<file path="src/rtl/axi_lite_pkg.sv">
// Shared definitions for the AXI4-Lite master: bus widths, response codes and FSM states.
package axi_lite_pkg;

    localparam int AXI_ADDR_W = 4;
    localparam int AXI_DATA_W = 32;

    typedef enum logic [1:0] {
        RESP_OKAY   = 2'b00,
        RESP_EXOKAY = 2'b01,
        RESP_SLVERR = 2'b10,
        RESP_DECERR = 2'b11
    } resp_e;

    typedef enum logic [2:0] {
        S_IDLE,
        S_WR_AW_W,
        S_WR_B,
        S_RD_AR,
        S_RD_R
    } state_e;

endpackage

</file>
<file path="src/rtl/axi_lite_master.sv">
// Single-outstanding AXI4-Lite initiator: turns one local command into an AW/W/B or AR/R
// transaction and reports the result on a one-cycle response strobe. All outputs are registered.
module axi_lite_master
    import axi_lite_pkg::*;
#(
    parameter int ADDR_W = AXI_ADDR_W,
    parameter int DATA_W = AXI_DATA_W
) (
    input  logic              ACLK,
    input  logic              ARESETn,
    input  logic              cmd_valid,
    output logic              cmd_ready,
    input  logic              cmd_write,
    input  logic [ADDR_W-1:0] cmd_addr,
    input  logic [DATA_W-1:0] cmd_wdata,
    output logic              rsp_valid,
    output logic              rsp_write,
    output logic [DATA_W-1:0] rsp_rdata,
    output logic [1:0]        rsp_resp,
    output logic              busy,
    output logic [ADDR_W-1:0] AWADDR,
    output logic              AWVALID,
    input  logic              AWREADY,
    output logic [DATA_W-1:0] WDATA,
    output logic              WVALID,
    input  logic              WREADY,
    input  logic [1:0]        BRESP,
    input  logic              BVALID,
    output logic              BREADY,
    output logic [ADDR_W-1:0] ARADDR,
    output logic              ARVALID,
    input  logic              ARREADY,
    input  logic [DATA_W-1:0] RDATA,
    input  logic              RVALID,
    output logic              RREADY,
    input  logic [1:0]        RRESP
);

    state_e state, state_nxt;
    logic   aw_done, w_done;
    logic   aw_done_d, w_done_d;

    logic              cmd_ready_d, busy_d, rsp_valid_d, rsp_write_d;
    logic [DATA_W-1:0] rsp_rdata_d, wdata_d;
    logic [1:0]        rsp_resp_d;
    logic [ADDR_W-1:0] awaddr_d, araddr_d;
    logic              awvalid_d, wvalid_d, bready_d, arvalid_d, rready_d;

    logic accept, aw_hs, w_hs, b_hs, ar_hs, r_hs;

    assign accept = cmd_valid & cmd_ready;
    assign aw_hs  = AWVALID & AWREADY;
    assign w_hs   = WVALID & WREADY;
    assign b_hs   = BVALID & BREADY;
    assign ar_hs  = ARVALID & ARREADY;
    assign r_hs   = RVALID & RREADY;

    // NOTE: sequential state uses non-blocking assignments so every flop samples pre-edge values.
    always_ff @(posedge ACLK or negedge ARESETn) begin
        if (!ARESETn) begin
            state <= S_IDLE;
        end else begin
            state <= state_nxt;
        end
    end

    // NOTE: every combinational output gets a default first, so no path can infer a latch.
    always_comb begin
        state_nxt = state;
        case (state)
            S_IDLE:    if (accept) state_nxt = cmd_write ? S_WR_AW_W : S_RD_AR;
            S_WR_AW_W: if ((aw_done | aw_hs) && (w_done | w_hs)) state_nxt = S_WR_B;
            S_WR_B:    if (b_hs) state_nxt = S_IDLE;
            S_RD_AR:   if (ar_hs) state_nxt = S_RD_R;
            S_RD_R:    if (r_hs) state_nxt = S_IDLE;
            default:   state_nxt = S_IDLE;
        endcase
    end

    always_comb begin
        cmd_ready_d = cmd_ready;
        busy_d      = busy;
        rsp_valid_d = 1'b0;
        rsp_write_d = rsp_write;
        rsp_rdata_d = rsp_rdata;
        rsp_resp_d  = rsp_resp;
        awaddr_d    = AWADDR;
        wdata_d     = WDATA;
        araddr_d    = ARADDR;
        awvalid_d   = AWVALID;
        wvalid_d    = WVALID;
        bready_d    = BREADY;
        arvalid_d   = ARVALID;
        rready_d    = RREADY;
        aw_done_d   = aw_done;
        w_done_d    = w_done;

        case (state)
            S_IDLE: begin
                if (accept) begin
                    cmd_ready_d = 1'b0;
                    busy_d      = 1'b1;
                    if (cmd_write) begin
                        awaddr_d  = cmd_addr;
                        wdata_d   = cmd_wdata;
                        awvalid_d = 1'b1;
                        wvalid_d  = 1'b1;
                    end else begin
                        araddr_d  = cmd_addr;
                        arvalid_d = 1'b1;
                    end
                end
            end
            S_WR_AW_W: begin
                // AW and W complete independently; each VALID drops right after its own handshake.
                if (aw_hs) begin
                    awvalid_d = 1'b0;
                    aw_done_d = 1'b1;
                end
                if (w_hs) begin
                    wvalid_d = 1'b0;
                    w_done_d = 1'b1;
                end
                if ((aw_done | aw_hs) && (w_done | w_hs)) begin
                    aw_done_d = 1'b0;
                    w_done_d  = 1'b0;
                    bready_d  = 1'b1;
                end
            end
            S_WR_B: begin
                if (b_hs) begin
                    bready_d    = 1'b0;
                    rsp_valid_d = 1'b1;
                    rsp_write_d = 1'b1;
                    rsp_rdata_d = '0;
                    rsp_resp_d  = BRESP;
                end
            end
            S_RD_AR: begin
                if (ar_hs) begin
                    arvalid_d = 1'b0;
                    rready_d  = 1'b1;
                end
            end
            S_RD_R: begin
                if (r_hs) begin
                    rready_d    = 1'b0;
                    rsp_valid_d = 1'b1;
                    rsp_write_d = 1'b0;
                    rsp_rdata_d = RDATA;
                    rsp_resp_d  = RRESP;
                end
            end
            default: ;
        endcase

        // The FSM is already back in IDLE during the pulse; new commands wait one more cycle.
        if (rsp_valid) begin
            cmd_ready_d = 1'b1;
            busy_d      = 1'b0;
        end
    end

    always_ff @(posedge ACLK or negedge ARESETn) begin
        if (!ARESETn) begin
            cmd_ready <= 1'b1;
            busy      <= 1'b0;
            rsp_valid <= 1'b0;
            rsp_write <= 1'b0;
            rsp_rdata <= '0;
            rsp_resp  <= '0;
            AWADDR    <= '0;
            WDATA     <= '0;
            ARADDR    <= '0;
            AWVALID   <= 1'b0;
            WVALID    <= 1'b0;
            BREADY    <= 1'b0;
            ARVALID   <= 1'b0;
            RREADY    <= 1'b0;
            aw_done   <= 1'b0;
            w_done    <= 1'b0;
        end else begin
            cmd_ready <= cmd_ready_d;
            busy      <= busy_d;
            rsp_valid <= rsp_valid_d;
            rsp_write <= rsp_write_d;
            rsp_rdata <= rsp_rdata_d;
            rsp_resp  <= rsp_resp_d;
            AWADDR    <= awaddr_d;
            WDATA     <= wdata_d;
            ARADDR    <= araddr_d;
            AWVALID   <= awvalid_d;
            WVALID    <= wvalid_d;
            BREADY    <= bready_d;
            ARVALID   <= arvalid_d;
            RREADY    <= rready_d;
            aw_done   <= aw_done_d;
            w_done    <= w_done_d;
        end
    end

endmodule

</file>
<file path="config.mk">
export PLATFORM = sky130hd
export DESIGN_NAME = axi_lite_master
export DESIGN_NICKNAME = d
export VERILOG_FILES = /design/src/rtl/axi_lite_pkg.sv /design/src/rtl/axi_lite_master.sv
export SDC_FILE = /design/constraint.sdc
export NUM_CORES = 1
export LEC_CHECK = 0
export CAP_MARGIN = 5
export CORE_MARGIN = 2
export CORE_UTILIZATION = 36
export CTS_CLUSTER_DIAMETER = 30
export CTS_CLUSTER_SIZE = 30
export DETAILED_ROUTE_END_ITERATION = 8
export GPL_ROUTABILITY_DRIVEN = 0
export PLACE_DENSITY = 0.8
export SLEW_MARGIN = 20
export SYNTH_ARGS = -nofsm -noshare
export SYNTH_HDL_FRONTEND = slang
export SYNTH_SLANG_ARGS = --single-unit
</file>
<file path="constraint.sdc">
create_clock -name ACLK -period 1.72 [get_ports ACLK]
set_clock_uncertainty 0.2 [all_clocks]
set_input_delay 0.344 -clock ACLK [delete_from_list [all_inputs] [get_ports ACLK]]
set_output_delay 0.344 -clock ACLK [all_outputs]
set_load 0.1 [all_outputs]
</file>
==> summary.txt <==
status - finished with violations
failing checks - setup timing
clk slew on worst S/H paths - 0.09 ns
Synth top cells by count - dfrtp_1 (87), mux2_2 (41), a22o_1 (32), nand2_1 (13), o21ai_0 (7)
initial antenna violation count - 0
Final nets - 494
# IOs - 164
Finished Layout Cells - 529
TritonCTS Buffers - 9
Post-Syn Area - 3356 um^2
Worst Max-Slew Pin Slew - 0.3538 ns
critical path type - reg -> reg
Fin. Hold Viols - 0
#FFs+latches synth - 88
number of synthesized flops with an enable pin - 0
Worst VDD drop - 400.0 uV
CP Data Required Time - 1.75 ns
Finished Cell Area - 6407 um^2
warnings from Yosys - 0
Die Ht - 100.5 um
syn avg cell area - 14.53 um^2
Bufs on Longest Clock Path - 2
Layout area overhead - 90.94%
CP max FO - 5
Pre-antenna DRT Iters - 4
row cnt - 35
I/O Buffers - 163
Tcrit/Tclk final - 101.5%
Crit path largest cell delay - 0.45 ns
startpoint class of the critical path - flip-flop
total global-route track usage - 18.72%
diode count - 0
Post-Place Cells - 511
fmax - 572.7 MHz
die area - 10110 um^2
RSZ-0062 raised after global routing - true
post-synth top area cell - dfrtp_1
Initial Util - 36.66%
DRT Wirelength - 9.050 mm
ANT nets after route - 0
Core ar. - 9153 um^2
Final Util - 70.01%
Buf+Inv Stages, Crit Path - 1
Vias/cell - 4.964
CTS tree - built
number of remaining DRC errors - 0
largest net degree at the start of global routing - 45
Worst Hold Class - reg -> reg
via count - 2626
PD cells - 606.8 nW/um^2
CP Capture Type - flip-flop
asr flop ratio synth - 100.0%
area share of the largest cell type after synthesis - 64.88%
Seq/Total Area, Yosys - 65.66%
Syn Nets - 312
worst hold margin - 0.3180 ns
# setup viols final - 3
Main synth FF type - dfrtp_1
largest cells by area after synthesis - dfrtp_1 (65%), mux2_2 (14%), a22o_1 (8.4%), nand2_1 (1.5%), buf_4 (1.3%)
Final min period - 1.746 ns
Routed WL per cell - 17.11 um
first-pass GRT wire length - 14.58 mm
post-DP HPWL - 6.924 mm
Pwr Total - 3.888 mW
Crit path max-delay family - flip-flops
most frequent cell after synthesis - dfrtp_1
leak pwr - 2.951 nW
GRT overflow - 0
Max Cap Viol - 0
clk root buf - clkbuf_8
Slew HR - 76.31%
pins over their slew limit - 0
Post-DP Area - 6135 um^2
vias in the first global route - 2780
initial DRC count - 72
share of cells above drive strength 1 - 42.82%
Setup WS post-layout - -0.02619 ns
Synth cell types - 28
H-tree depth - 3
Arrival @ worst endpoint - 1.78 ns
Synth Instances - 231
CTS Sinks - 88
CP cell instances - buf_4 -> nand3b_1 -> a21o_1 -> nand3_2 -> mux2_2
clk_lat worst skew - 0.34 ns
CP max stage cell - dfrtp_2
Die Wd - 100.5 um
## layer usage
layer / track usage (%) / vias up / part of all wire [%] / wire, um
met5: 0 / - / 0 / 0
met3: 6.241 / 11 / 8.1 / 735
met2: 30.87 / 115 / 51 / 4619
met1: 23.24 / 1297 / 39 / 3559
li1: - / 1203 / - / -
met4: 6.217 / 0 / 1.5 / 135
## per-stage QoR
stage	setup slack, ns	setup TNS [ns]
3_3_place_gp	-0.1900	-9.489
2_1_floorplan	-0.1102	-2.993
3_5_place_dp	-0.2210	-11.40
6_report	-0.02619	-0.04937
5_1_grt	-0.08024	-3.907
4_1_cts	-0.03669	-0.2144
## cell type report
type,count,area (um^2)
Inverter,5,18.77
Sequential cell,88,2222
Multi-Input combinational cell,125,1125
Fill cell,642,2745
Tap cell,111,138.9
Clock buffer,10,127.6
Timing Repair Buffer,184,2683
Clock inverter,6,92.59
## cell usage in the layout (no fill, tap or decap), types with 3 or more instances in the layout
cell / Yosys / layout
buf_12: 0 / 88
dfrtp_1: 87 / 79
clkdlybuf4s50_1: 0 / 79
mux2_2: 41 / 37
a22o_1: 32 / 32
buf_4: 6 / 16
nand2_1: 13 / 13
clkbuf_8: 0 / 9
o21ai_0: 7 / 7
dfrtp_2: 0 / 6
inv_1: 5 / 5
mux2_4: 0 / 4
a21o_1: 4 / 4
a21oi_1: 3 / 3
## sequential cells by signal, summed over array words and instances (netlist names)
register,flops
ARADDR,4
ARVALID,1
AWADDR,4
AWVALID,1
BREADY,1
RREADY,1
WDATA,32
WVALID,1
aw_done,1
busy,1
cmd_ready,1
rsp_rdata,32
rsp_resp,2
rsp_valid,1
rsp_write,1
state,3
w_done,1
## worst paths after layout
path / startpoint / endpoint / slack, ns / cells past startpoint
max in group asynchronous: ARESETn / cmd_ready / 0.71 / 3
worst min-delay path: rsp_valid / busy / 0.32 / 1
worst max register to register: state[2] / state[1] / -0.03 / 5
worst max-delay path: state[2] / state[1] / -0.03 / 5
worst min register to register: rsp_valid / busy / 0.32 / 1
min in group asynchronous: ARESETn / rsp_rdata[19] / 0.34 / 3
## report_power, final
part	switching (mW)	internal (mW)	total [mW]
clock	0.740	0.827	1.57
sequential	0	2.07	2.07
combinational	0.0784	0.176	0.255
## kinds of logic after synthesis
kind of cell	Yosys count	share of synthesized area, %
multiplexers	43	14.35
AO/OA/AOI/OAI	54	12.68
flip-flops	88	65.66
AND/OR/NAND/NOR	28	4.363
buffers and inverters	18	2.945
## repair_timing
item,CTS,global route
setup buffers,0,1
pin swaps,1,2
hold buffers,1,0
endpoints found under the hold margin,87,0
endpoints found under the setup margin,43,76
resized for setup,4,6
## worst reg2reg max path: cells and delay by family (launching register included)
family / cells / cell delay (ns)
buf+inv: 1 / 0.16
simple gates: 2 / 0.29
mux: 1 / 0.32
flops: 1 / 0.45
compound gates: 1 / 0.21
Note: power is estimated with default switching activity, not from simulation.
